--- src/rtl/compositor_pkg.sv ---
// Shared mode encoding and collision pair numbering for the layer compositor.
// Combinational helpers only; the package adds no latency and has no handshake.
package compositor_pkg;

    typedef enum logic [1:0] {
        MODE_PLAY    = 2'd0,
        MODE_TITLE   = 2'd1,
        MODE_BLANK   = 2'd2,
        MODE_BG_ONLY = 2'd3
    } mode_t;

    // Upper-triangle numbering of layer pairs (i<j), row by row
    function automatic int pair_index(input int i, input int j, input int layers);
        return i * layers - (i * (i + 1)) / 2 + (j - i - 1);
    endfunction

endpackage

--- src/rtl/layer_compositor_if.sv ---
// Pixel-in / colour-out bundle between the sprite sources, compositor and VGA timing.
// Wires only: no latency and no backpressure, because the pixel stream never stalls.
interface layer_compositor_if #(
    parameter int LAYERS = 6,
    parameter int CW     = 12,
    parameter int NPAIR  = LAYERS * (LAYERS - 1) / 2
);
    import compositor_pkg::*;

    localparam int HW = $clog2(LAYERS + 1);

    logic                 pix_valid;
    logic                 frame_start;
    mode_t                mode;
    logic [LAYERS-1:0]    layer_mask;
    logic [LAYERS-1:0]    layer_en;
    logic [LAYERS*CW-1:0] layer_rgb;
    logic [CW-1:0]        bg_rgb;
    logic [CW-1:0]        title_rgb;

    logic [CW-1:0]        rgb_out;
    logic                 rgb_valid;
    logic [HW-1:0]        hit_layer;
    logic [NPAIR-1:0]     coll_flags;
    logic                 coll_valid;

    modport master (
        output pix_valid, frame_start, mode, layer_mask, layer_en,
               layer_rgb, bg_rgb, title_rgb,
        input  rgb_out, rgb_valid, hit_layer, coll_flags, coll_valid
    );

    modport slave (
        input  pix_valid, frame_start, mode, layer_mask, layer_en,
               layer_rgb, bg_rgb, title_rgb,
        output rgb_out, rgb_valid, hit_layer, coll_flags, coll_valid
    );

endinterface

--- src/rtl/pair_collision_acc.sv ---
// Per-frame OR of pairwise layer overlaps, published on the frame_start pixel.
// Lives at pipeline stage 2, so flags move 2 cycles after frame_start; no backpressure.
module pair_collision_acc
    import compositor_pkg::*;
#(
    parameter int LAYERS = 6,
    parameter int NPAIR  = LAYERS * (LAYERS - 1) / 2
) (
    input  logic              clk,
    input  logic              rst,
    input  logic [LAYERS-1:0] opaque,
    input  logic              valid,
    input  logic              play,
    input  logic              frame_start,
    output logic [NPAIR-1:0]  coll_flags,
    output logic              coll_valid
);

    localparam int PW = (NPAIR > 1) ? $clog2(NPAIR) : 1;

    logic [NPAIR-1:0] acc;
    logic [NPAIR-1:0] pairs;

    always_comb begin
        pairs = '0;
        if (valid && play) begin
            for (int i = 0; i < LAYERS; i++) begin
                for (int j = i + 1; j < LAYERS; j++) begin
                    pairs[PW'(pair_index(i, j, LAYERS))] = opaque[i] & opaque[j];
                end
            end
        end
    end

    // The frame_start pixel seeds the new frame instead of joining the old one
    always_ff @(posedge clk or negedge rst) begin
        if (!rst) begin
            acc        <= '0;
            coll_flags <= '0;
            coll_valid <= 1'b0;
        end else if (frame_start) begin
            coll_flags <= acc;
            coll_valid <= 1'b1;
            acc        <= pairs;
        end else begin
            coll_valid <= 1'b0;
            acc        <= acc | pairs;
        end
    end

endmodule

--- src/rtl/layer_compositor.sv ---
// N-layer priority compositor with colour-key transparency; 2-cycle latency, 1 pixel/clk, no stalls.
// Collision accumulation is built only when LAYER_COMPOSITOR_COLLISION_EN is defined.
module layer_compositor
    import compositor_pkg::*;
#(
    parameter int          LAYERS = 6,
    parameter int          CW     = 12,
    parameter logic [CW-1:0] KEY  = '0,
    parameter int          NPAIR  = LAYERS * (LAYERS - 1) / 2
) (
    input  logic clk,
    input  logic rst,
    layer_compositor_if.slave bus
);

    localparam int            HW   = $clog2(LAYERS + 1);
    localparam logic [HW-1:0] NONE = HW'(LAYERS);

    logic [LAYERS-1:0]    opaque_in;

    logic [LAYERS-1:0]    s1_opaque;
    logic [LAYERS*CW-1:0] s1_layer_rgb;
    logic [CW-1:0]        s1_bg;
    logic [CW-1:0]        s1_title;
    mode_t                s1_mode;
    logic                 s1_valid;

    logic [CW-1:0]        sel_rgb;
    logic [HW-1:0]        sel_hit;

    logic [CW-1:0]        rgb_q;
    logic                 valid_q;
    logic [HW-1:0]        hit_q;

    always_comb begin
        opaque_in = '0;
        for (int i = 0; i < LAYERS; i++) begin
            opaque_in[i] = bus.layer_en[i] & bus.layer_mask[i]
                         & (bus.layer_rgb[i*CW +: CW] != KEY);
        end
    end

    always_ff @(posedge clk or negedge rst) begin
        if (!rst) begin
            s1_opaque    <= '0;
            s1_layer_rgb <= '0;
            s1_bg        <= '0;
            s1_title     <= '0;
            s1_mode      <= MODE_PLAY;
            s1_valid     <= 1'b0;
        end else begin
            s1_opaque    <= opaque_in;
            s1_layer_rgb <= bus.layer_rgb;
            s1_bg        <= bus.bg_rgb;
            s1_title     <= bus.title_rgb;
            s1_mode      <= bus.mode;
            s1_valid     <= bus.pix_valid;
        end
    end

    // Scan from the lowest priority upward so the last hit is layer with smallest index
    always_comb begin
        sel_rgb = '0;
        sel_hit = NONE;
        if (s1_valid) begin
            case (s1_mode)
                MODE_PLAY: begin
                    sel_rgb = s1_bg;
                    for (int i = LAYERS - 1; i >= 0; i--) begin
                        if (s1_opaque[i]) begin
                            sel_rgb = s1_layer_rgb[i*CW +: CW];
                            sel_hit = HW'(i);
                        end
                    end
                end
                MODE_TITLE:   sel_rgb = s1_title;
                MODE_BG_ONLY: sel_rgb = s1_bg;
                default:      sel_rgb = '0;
            endcase
        end
    end

    always_ff @(posedge clk or negedge rst) begin
        if (!rst) begin
            rgb_q   <= '0;
            valid_q <= 1'b0;
            hit_q   <= NONE;
        end else begin
            rgb_q   <= sel_rgb;
            valid_q <= s1_valid;
            hit_q   <= sel_hit;
        end
    end

    assign bus.rgb_out   = rgb_q;
    assign bus.rgb_valid = valid_q;
    assign bus.hit_layer = hit_q;

`ifdef LAYER_COMPOSITOR_COLLISION_EN
    logic s1_fs;

    always_ff @(posedge clk or negedge rst) begin
        if (!rst) begin
            s1_fs <= 1'b0;
        end else begin
            s1_fs <= bus.frame_start;
        end
    end

    pair_collision_acc #(
        .LAYERS (LAYERS),
        .NPAIR  (NPAIR)
    ) u_pair_collision_acc (
        .clk         (clk),
        .rst         (rst),
        .opaque      (s1_opaque),
        .valid       (s1_valid),
        .play        (s1_mode == MODE_PLAY),
        .frame_start (s1_fs),
        .coll_flags  (bus.coll_flags),
        .coll_valid  (bus.coll_valid)
    );
`else
    logic unused_fs;
    assign unused_fs      = bus.frame_start;
    assign bus.coll_flags = '0;
    assign bus.coll_valid = 1'b0;
`endif

endmodule

--- src/flat_wrapper.sv ---
// flat-port wrapper written by rule: the top's interface ports become plain ports
module layer_compositor_flat import compositor_pkg::*;
#(
    parameter int          LAYERS = 6,
    parameter int          CW     = 12,
    parameter logic [CW-1:0] KEY  = '0,
    parameter int          NPAIR  = LAYERS * (LAYERS - 1) / 2
)
  (clk, rst, bus_pix_valid, bus_frame_start, bus_mode, bus_layer_mask, bus_layer_en, bus_layer_rgb, bus_bg_rgb, bus_title_rgb, bus_rgb_out, bus_rgb_valid, bus_hit_layer, bus_coll_flags, bus_coll_valid);
  layer_compositor_if #(.LAYERS(LAYERS), .CW(CW), .NPAIR(NPAIR)) bus_i ();
  input  logic clk;
  input  logic rst;
  input wire logic [$bits(bus_i.pix_valid)-1:0] bus_pix_valid;
  input wire logic [$bits(bus_i.frame_start)-1:0] bus_frame_start;
  input wire logic [$bits(bus_i.mode)-1:0] bus_mode;
  input wire logic [$bits(bus_i.layer_mask)-1:0] bus_layer_mask;
  input wire logic [$bits(bus_i.layer_en)-1:0] bus_layer_en;
  input wire logic [$bits(bus_i.layer_rgb)-1:0] bus_layer_rgb;
  input wire logic [$bits(bus_i.bg_rgb)-1:0] bus_bg_rgb;
  input wire logic [$bits(bus_i.title_rgb)-1:0] bus_title_rgb;
  output wire logic [$bits(bus_i.rgb_out)-1:0] bus_rgb_out;
  output wire logic [$bits(bus_i.rgb_valid)-1:0] bus_rgb_valid;
  output wire logic [$bits(bus_i.hit_layer)-1:0] bus_hit_layer;
  output wire logic [$bits(bus_i.coll_flags)-1:0] bus_coll_flags;
  output wire logic [$bits(bus_i.coll_valid)-1:0] bus_coll_valid;
  assign bus_i.pix_valid = bus_pix_valid;
  assign bus_i.frame_start = bus_frame_start;
  assign bus_i.mode = bus_mode;
  assign bus_i.layer_mask = bus_layer_mask;
  assign bus_i.layer_en = bus_layer_en;
  assign bus_i.layer_rgb = bus_layer_rgb;
  assign bus_i.bg_rgb = bus_bg_rgb;
  assign bus_i.title_rgb = bus_title_rgb;
  assign bus_rgb_out = bus_i.rgb_out;
  assign bus_rgb_valid = bus_i.rgb_valid;
  assign bus_hit_layer = bus_i.hit_layer;
  assign bus_coll_flags = bus_i.coll_flags;
  assign bus_coll_valid = bus_i.coll_valid;
  layer_compositor #(.LAYERS(LAYERS), .CW(CW), .KEY(KEY), .NPAIR(NPAIR)) u_core (.clk(clk), .rst(rst), .bus(bus_i));
endmodule
--- config.mk ---
export PLATFORM = sky130hd
export DESIGN_NAME = layer_compositor_flat
export DESIGN_NICKNAME = d
export VERILOG_FILES = /design/src/rtl/compositor_pkg.sv /design/src/rtl/layer_compositor_if.sv /design/src/rtl/pair_collision_acc.sv /design/src/rtl/layer_compositor.sv /design/src/flat_wrapper.sv
export SDC_FILE = /design/constraint.sdc
export NUM_CORES = 1
export LEC_CHECK = 0
export CAP_MARGIN = 25
export CORE_ASPECT_RATIO = 0.6
export CORE_MARGIN = 1.5
export CORE_UTILIZATION = 40
export DETAILED_ROUTE_END_ITERATION = 8
export PLACE_DENSITY = 0.71
export SYNTH_ARGS = -nofsm -noshare
export SYNTH_HDL_FRONTEND = slang
export SYNTH_HIERARCHICAL = 1
export SYNTH_SLANG_ARGS = --single-unit
--- constraint.sdc ---
create_clock -name clk -period 1.6 [get_ports clk]
set_input_delay 0.16 -clock clk [delete_from_list [all_inputs] [get_ports clk]]
set_output_delay 0.16 -clock clk [all_outputs]
set_load 0.005 [all_outputs]
-- Word level (Yosys, flattened, before mapping)
Index checks and enable logic that the tools add are counted.
W data, S select, Z words.
- register bits: 121
- logic and storage cells: 46
- bits of input ports: 114
- output and inout bits: 32
- multiplexer cells: 16
- eq/ne operators: 2
- bitwise gates (word level): 12
- reduce and logical (&&, ||, !) cells: 7
- operators by type and width (operator ; count):
    $mux W12 ; 7
    $reduce_bool A12 Y1 ; 6
    $pmux W12 S3 ; 1
    $mux W3 ; 6
    $and A1 B1 Y1 ; 12
    $mux W2 ; 2
    $eq A2 B1 Y1 const B ; 1
    $eq A2 B2 Y1 const B ; 1
    $logic_not A2 Y1 ; 1

-- Depth between registers and ports, before layout
- word-level depth: 8
- gate-level depth with buffers: 6
- depth with buffers taken out: 3

-- Worst setup path after synthesis
OpenSTA, ideal clock, no wires.
- path type: register to register
- from: reg u_core.s1_mode[0]
- to: reg u_core.rgb_q[1] (netlist: u_core/bus.rgb_out[1])
- stages on the path, launching flop included: 6
- arrival time: 1546 ps
- data required time: 1526 ps
- path slack: -20 ps
- clock period less this slack: 1620 ps
- buffers on the path: 2
- setup time: 74 ps
- path through: dfrtp_1 buf_6 or3b_1 buf_2 or4_4 o21ai_2
- longest elaborated chain between the ends: 3
- RTL lines (what ; RTL line ; RTL):
    from (decl) ; layer_compositor.sv:25 ; mode_t s1_mode;
    from (signal assigned) ; layer_compositor.sv:56 ; s1_mode <= bus.mode;
    $eq A2 B2 Y1 (tied with other cells) ; layer_compositor.sv:66 ; case (s1_mode)
    $pmux W12 S3 * ; layer_compositor.sv:66 ;
    $mux W12 * ; layer_compositor.sv:65 ; if (s1_valid) begin
    via u_core.sel_rgb[1] ; layer_compositor.sv:28 ; logic [CW-1:0] sel_rgb;
    to (signal assigned) ; layer_compositor.sv:89 ; rgb_q <= sel_rgb;
    to (decl) ; layer_compositor.sv:31 ; logic [CW-1:0] rgb_q;
The timed path passes the listed nets; every way through them passes the cells marked *.

-- Final worst setup path
- from: reg u_core.hit_q[1] (netlist: u_core/bus.hit_layer[1])
- to: out bus_hit_layer[1]
- RTL lines (what ; RTL line ; RTL):
    from (decl) ; layer_compositor.sv:33 ; logic [HW-1:0] hit_q;
    from (signal assigned) ; layer_compositor.sv:91 ; hit_q <= sel_hit;
    to (decl) ; flat_wrapper.sv:23 ; output wire logic [$bits(bus_i.hit_layer)-1:0] bus_hit_layer;
No word-level cell between the ends.

==> impl_results.md <==
* Cell Area, Placed at 0.00591 sq mm
* Final min period at 1.56 ns
* Row cnt at 29
* Clock latency on the worst-skew pair at 0.41 ns
* Worst VDD drop at 0.847 mV
* Yosys cell types at 32
* Slew Viols, Final at 0
* R2R Path End: u_core/bus.rgb_out[0]$_DFF_PN0_
* Drt drc at 0
* Clock slew at reported path FFs at 0.05 ns
* Htree depth at 4
* CP max stage delay at 0.51 ns
* Port bufs at 128
* Final Worst Setup Slack at 0.0431 ns
* Setup CP Type: reg -> out
* Critical Path Source Type: register
* Crit path DAT at 1.40 ns
* Synth Area in Compound Gates at 13.2%
* Drt pass-1 iters at 4
* Asr flop ratio synth at 100%
* Post-DRT Antenna Nets at 0
* Slew @ Worst Pin at 0.620 ns
* GRT Resource Usage Total at 21.3%
* WHS at 0.194 ns
* Syn Std Cell Area at 0.00442 sq mm
* Initial antenna violation count at 0
* Yosys warning total at 6
* Hold_sp: bus_title_rgb[10]
* PD cells at 1210 mW/mm^2
* Critical path's top delay family: flip-flops
* Core region area at 0.0107 sq mm
* Clk buf depth at 2
* Die area at 0.0117 sq mm
* Post-synthesis sequential area ratio at 68.5%
* Share of cells above drive strength 1 at 12.4%
* Diode count at 0
* Post-synthesis mux area share at 2.94%
* Max frequency at 642 MHz
* CP cell instances: clkdlybuf4s50_1
* Reg-to-reg critical path startpoint: u_core/s1_mode[0]$_DFF_PN0_
* TritonCTS clock tree: built
* Initial core utilization at 41.4%
* Fill cell count at 828
* DR iter-0 viols at 229
* Final period util at 97.3%
* Number of clock sinks at 121
* Final setup fails at 0
* WHS Path Cells at 1
* Worst path required time at 1.44 ns
* Setup WS pre-CTS at -0.162 ns
* GPL Wtd Cong at 0.884
* Num CTS Buffers at 17
* Synthesis-to-layout area growth at 47.8%
* Largest net degree at the start of global routing at 35
* Critical path buffer and inverter count at 1
* RSZ-0062 raised after global routing: false
* Worst Setup End Kind: primary output
* Adder-cell share of the synthesized area at 0%
* Max transition margin at 58.7%
* Vias per cell at 5.16
* Routed len/inst at 19.0 um
* Vias in the first global route at 3437
* IO Pins at 146
* Synth Area in XOR/XNOR at 0%
* EDFF count, synth at 0
* Post-synthesis simple-gate area fraction at 10.4%
* Nets at 587
* DP HPWL at 8.77 mm
* Worst min path class: in -> reg
* Primary FF master, synth: dfrtp_1
* Post-CTS setup buffer count at 0
* Routed via count at 3220
* Worst r2r path cells at 4
* Critical Path Fanout Max at 1
* Status: finished clean
* Post-Layout Cell Count at 624
* Max cap viols at 0
* Worst R2R Setup Slack at 0.07 ns
* Final instance area at 0.00654 sq mm
* GRT overflow at 0
* First-pass GRT wire length at 18.5 mm
* WHS Endpoint: u_core/s1_title[10]$_DFF_PN0_
* Drt total wl at 11.9 mm
* Die Span Y at 84.4 um
* Syn_area_per_cell at 13.6 sq um
* Root Driver: clkbuf_16
* Final Hold Vio Count at 0
* Die W at 139 um
* Placed Instances at 592
* Synth Register Bits at 121
* Synth Instances at 325
* Crit-path slowest cell: dfstp_2
* Leakage at 2.75 nW
* Largest family of logic cells by synthesized area: compound AO/OA/AOI/OAI gates
* Clk_skew at 0.00488 ns
* Final Util at 61.3%
logic make-up after synthesis:
logic type,count (synthesis)
flip-flops,121
AND/OR/NAND/NOR,82
AO/OA/AOI/OAI,70
buffers and inverters,38
multiplexers,13
other,1
routing by layer:
metal	routed length [um]	global-route usage (%)
met1	5620	30.2
met2	5350	31.7
met3	696	6.27
met4	201	7.20
met5	0	0
report_power, final:
part	internal (mW)	switching, mW
Clock	2.56	1.28
Sequential	3.23	0.0758
Combinational	0.451	0.330
Total	6.24	1.69
registers in the layout, summed over array words and instances, names as in the netlist, 2 cells and up:
name	flops
u_core/s1_mode	2
u_core/bus.rgb_out	12
u_core/s1_bg	12
u_core/s1_title	12
u_core/bus.hit_layer	3
u_core/s1_opaque	6
u_core/s1_layer_rgb	72
timing repair:
action                     in CTS  in global routing
cloned                          0                  0
resized for setup               1                  1
setup endpoints to repair      11                  1
hold buffers                    1                  0
hold endpoints to repair       26                  0
cell usage after synthesis (2+ instances only):
master / count / area [sq um]
a211oi_1: 12 / 90.1
a21oi_1: 2 / 10.0
a221o_1: 11 / 110
a2bb2oi_1: 11 / 96.3
a31oi_1: 6 / 37.5
a32o_1: 11 / 110
buf_2: 2 / 10.0
buf_4: 16 / 120
clkbuf_1: 18 / 67.6
dfrtp_1: 119 / 2980
dfstp_2: 2 / 52.6
mux2i_1: 13 / 130
nand2_1: 29 / 109
nor2b_1: 15 / 93.8
nor3_1: 2 / 10.0
nor3b_1: 12 / 90.1
nor4_1: 18 / 113
o31ai_1: 12 / 90.1
cell usage in the layout (no fill, tap or decap), drive strengths merged, types with 2 or more instances in the layout:
master,count
bufinv,2
o21ai,2
dfstp,2
nand2,29
a21oi,2
a32o,11
a31oi,6
clkinv,4
a221o,11
nor3,2
o31ai,12
dfrtp,119
a2bb2oi,11
mux2i,13
nor2b,15
nor3b,12
clkdlybuf4s50,126
buf,23
clkbuf,24
nor4,18
conb,16
a211oi,12
through the flow:
step,setup TNS (ns),power (mW)
2_1_floorplan,0,3.60
3_3_place_gp,-0.692,4.12
3_5_place_dp,-1.29,4.13
4_1_cts,0,7.98
5_1_grt,0,8.19
6_report,0,7.93
worst max-delay path by stage:
stage	depth (start not counted)	end	startpoint
6_report	1	bus_hit_layer[1]	u_core/bus.hit_layer[1]$_DFF_PN1_
5_1_grt	1	bus_hit_layer[1]	u_core/bus.hit_layer[1]$_DFF_PN1_
4_1_cts	1	bus_hit_layer[2]	u_core/bus.hit_layer[2]$_DFF_PN1_
3_5_place_dp	3	u_core/bus.rgb_out[9]$_DFF_PN0_	u_core/s1_opaque[0]$_DFF_PN0_
3_3_place_gp	3	u_core/bus.rgb_out[3]$_DFF_PN0_	u_core/s1_opaque[0]$_DFF_PN0_
2_1_floorplan	5	u_core/bus.rgb_out[1]$_DFF_PN0_	u_core/s1_mode[0]$_DFF_PN0_
layout make-up:
class | instances | area, sq um | share of cell area, %
Clock buffer | 24 | 522 | 7.98
Clock inverter | 7 | 87.6 | 1.34
Inverter | 1 | 3.75 | 0.0574
Multi-Input combinational cell | 181 | 1240 | 18.9
Sequential cell | 121 | 3030 | 46.4
Tap cell | 139 | 174 | 2.66
Timing Repair Buffer | 151 | 1480 | 22.7
Power figures use the tool's default switching activity.
==> patch 1: new RTL, same settings <==
The option `LAYER_COMPOSITOR_COLLISION_EN` is turned on by a define.
--- a/src/rtl/layer_compositor.sv
+++ b/src/rtl/layer_compositor.sv
@@ -1,5 +1,7 @@
 // N-layer priority compositor with colour-key transparency; 2-cycle latency, 1 pixel/clk, no stalls.
 // Collision accumulation is built only when LAYER_COMPOSITOR_COLLISION_EN is defined.
+`define LAYER_COMPOSITOR_COLLISION_EN
+
 module layer_compositor
     import compositor_pkg::*;
 #(
Function: changed (a bounded check fails within 4 cycles, from zero or initial values and one cycle with rst low).
==> patch 1 against the original RTL <==
- cell area is 12% higher
- core utilization is 1.3 points lower
- wire length up 17%
- sequential cell count grew 18
- total power rose by 7.1%
- critical path depth grew 3
- setup slack improved by 0.012 ns
- synthesized area up 14%
- non-clock buffer count increased by 7
- critical path type is now reg -> reg
- largest power group unchanged
==> patch 1: results (changes against the original RTL) <==
Synth
  – Top post-synthesis cells by area: dfrtp_1, nand2_1, mux2i_1
  – Synthesized area divided by synthesized cell count: 13.7 µm² (+0.41%)

Power
  – Static leakage: 3.04 nW (+11%)
  – Sw power: 0.00195 W (+15%)

Placed design
  – Area post-placement: 6680 µm² (+13%)
  – Dpl hpwl: 10.5 mm (+20%)
  – Placer Congestion: 0.913 (+3.3%)

Layout
  – Share of the core filled with cells in the final layout: 59.9% (-1.3 points)
  – Footprint of the flip-flops and latches: 3480 µm² (+15%)
  – Final non-filler cell total: 700 (+12%)
  – Share of final layout cell area taken by non-clock buffers: 21.7% (-0.99 points)
  – Nets@finish: 636 (+8.3%)
  – Number of non-clock inverters in the layout: 9 (+8)
  – Clock Buffer Count: 19 (-21%)

Setup path
  – Cell type group with the largest total delay on the critical path: compound AO/OA/AOI/OAI gates
  – FF-to-FF End: u_core/bus.rgb_out[4]$_DFF_PN0_
  – CP peak stage delay: 0.43 ns (-0.08 ns)
  – Data arrival, critical path: 1.88 ns (+0.48 ns)

Timing
  – Smallest hold slack: 0.186 ns (-0.00775 ns)

Die
  – Core area: 12200 µm² (+14%)

Hold path
  – Hold path endpoint: u_core/s1_title[1]$_DFF_PN0_

GRT
  – Largest net degree at the start of global routing: 48 (+37%)

Outcome
  – Outcome: finished, final reports clean

Routing
  – Wire length per cell after detailed routing: 19.8 µm (+3.9%)
  – Via-to-Cell Ratio: 5.29 (+2.5%)

Clock network
  – CTS resizes: 3 (+2)
-- patch 1: changes by cell type after synthesis --
cell,before,now
and2_1,0,1
buf_4,16,7
buf_6,1,2
buf_8,0,1
dfrtp_1,119,137
inv_1,1,9
mux2_2,0,6
mux2_4,0,2
nand2_1,29,37
nor2_1,1,2
nor3b_1,12,11
o22ai_1,0,8
-- patch 1: metal layers --
metal	routed length (µm)	global-route usage, %	part of all wire [%]	vias up
li1	-	-	-	1654
met1	6530	32.3	47	1848
met2	5890	30.5	43	184
met3	1210	7.31	8.7	18
met4	206	8.09	1.5	0
met5	0	0	0	-
-- patch 1: cells by family (layout without fill, tap and decap cells) --
family | Yosys count | in the layout | synth area share, %
AND/OR/NAND/NOR | 91 | 91 | 9.75
flip-flops | 139 | 139 | 69.0
AO/OA/AOI/OAI | 78 | 78 | 12.6
other | 1 | 7 | 0.0744
multiplexers | 21 | 21 | 4.52
buffers and inverters | 39 | 199 | 4.00
==> patch 2: new RTL, config.mk and constraints unchanged <==
Without the edit above. Take the reset off `rgb_q` and load it in a clocked block of its own.
--- a/src/rtl/layer_compositor.sv
+++ b/src/rtl/layer_compositor.sv
@@ -82,14 +82,16 @@
 
     always_ff @(posedge clk or negedge rst) begin
         if (!rst) begin
-            rgb_q   <= '0;
             valid_q <= 1'b0;
             hit_q   <= NONE;
         end else begin
-            rgb_q   <= sel_rgb;
             valid_q <= s1_valid;
             hit_q   <= sel_hit;
         end
+    end
+
+    always_ff @(posedge clk) begin
+        rgb_q <= sel_rgb;
     end
 
     assign bus.rgb_out   = rgb_q;
Formal check against the unedited RTL: differs if rst is asserted again (counterexample within 4 cycles, from zero or initial values and one cycle with rst low); with rst held inactive, the same outputs for 10 cycles.
==> patch 2 against the original RTL <==
- die area down 0.13%
- total power down 2.4%
- setup slack better by 0.032 ns
- highest routed layer unchanged
- synthesized area down 0.14%
- wire length up 2.4%
- non-clock buffer count down 7
- cell area down 1.3%
- largest cell class unchanged
- sequential power about the same
- sequential share of layout area down 0.34 points
- critical path type is now reg -> reg
- cell count unchanged
- count of clock-buffer cells in the layout down 7
- sequential cell count unchanged
==> patch 2: results (changes against the original RTL) <==
Timing
  – Setup Skew: 0.00706 ns (+0.00218 ns)
  – Time the final worst path needs with I/O delays and setup: 1.52 ns (-0.0324 ns)
  – Smallest hold slack: 0.192 ns (-0.00197 ns)

Routing
  – Wire length on met1: 5.79 mm (+3.0%)
  – Met3 Routed Length: 1.22 mm (+75%)
  – DRC marker count from the first detailed-route iteration: 235 (+2.6%)
  – Via-to-Cell Ratio: 5.17 (+0.25%)

Power
  – Cell internal power dissipation: 0.00596 W (-4.5%)
  – Static leakage: 2.69 nW (-2.2%)
  – VDD IR-drop max: 0.000757 V (-11%)
  – Clock network power consumption: 0.00364 W (-5.2%)
  – Switching share of total power: 23.0% (+1.7 points)
  – Power attributed to combinational cells: 0.000788 W (+0.8%)

Placed design
  – Dpl hpwl: 8.94 mm (+1.9%)
  – Dpl ws: 0.0600 ns (+0.222 ns)
  – Area post-placement: 5840 µm² (-1.1%)
  – Placer Congestion: 0.900 (+1.7%)

Setup path
  – Start point of the critical path: u_core/s1_opaque[4]$_DFF_PN0_
  – Number of cells on the worst reg-to-reg path: 3 (-1)
  – FF-to-FF End: u_core/bus.rgb_out[10]$_SDFF_PN0_
  – CP peak stage delay: 0.56 ns (+0.05 ns)
  – Critical path peak fanout: 8 (+7)
  – Worst path slowest cell: or3_1
  – Cell type group with the largest total delay on the critical path: simple AND/OR/NAND/NOR gates
  – Data arrival, critical path: 1.80 ns (+0.40 ns)

Synth
  – Share of async-settable or async-resettable flops after synthesis: 90.1% (-9.9 points)
  – Compound-gate portion of the synthesized area: 16.1% (+2.8 points)
  – Synthesized area divided by synthesized cell count: 13.4 µm² (-1.4%)
  – Sequential fraction of the synthesis area: 67.3% (-1.3 points)
  – Number of distinct library cells after synthesis: 39 (+22%)

Hold path
  – Hold path endpoint: u_core/s1_bg[11]$_DFF_PN0_
  – Startpoint of the most critical hold path: bus_bg_rgb[11]

Clock network
  – CTS resizes: 0 (-1)

GRT
  – Number of global-route vias before repair: 3352 (-2.5%)
  – Overall fraction of global-route tracks in use: 21.6% (+0.30 points)

Layout
  – Nets@finish: 586 (-0.17%)

Outcome
  – Outcome: finished, final reports clean
==> patch 2: worst max path at each step <==
stage / to / cells past startpoint
floorplan: u_core/bus.rgb_out[10]$_SDFF_PN0_ / 5
global placement: u_core/bus.rgb_out[6]$_SDFF_PN0_ / 3
detailed placement: u_core/bus.rgb_out[11]$_SDFF_PN0_ / 3
CTS: bus_hit_layer[2] / 1
global route: u_core/bus.rgb_out[9]$_SDFF_PN0_ / 3
finish: u_core/bus.rgb_out[10]$_SDFF_PN0_ / 3
==> patch 2: worst reg2reg max path: cells and delay by family (launching register included) <==
family,cells,cell delay (ns)
AOI/OAI and AO/OA,2,0.44
and+or+nand+nor,1,0.56
DFF,1,0.38
==> patch 2: area by class of cell <==
| class | instances | area (µm²) |
|---|---|---|
| timing repair buffer | 144 | 1420 |
| clock buffer | 17 | 425 |
| fill | 858 | 4210 |
| multi-input combinational | 178 | 1270 |
| inverter | 10 | 37.5 |
| sequential | 121 | 2970 |
| tap | 139 | 174 |
| clock inverter | 15 | 154 |
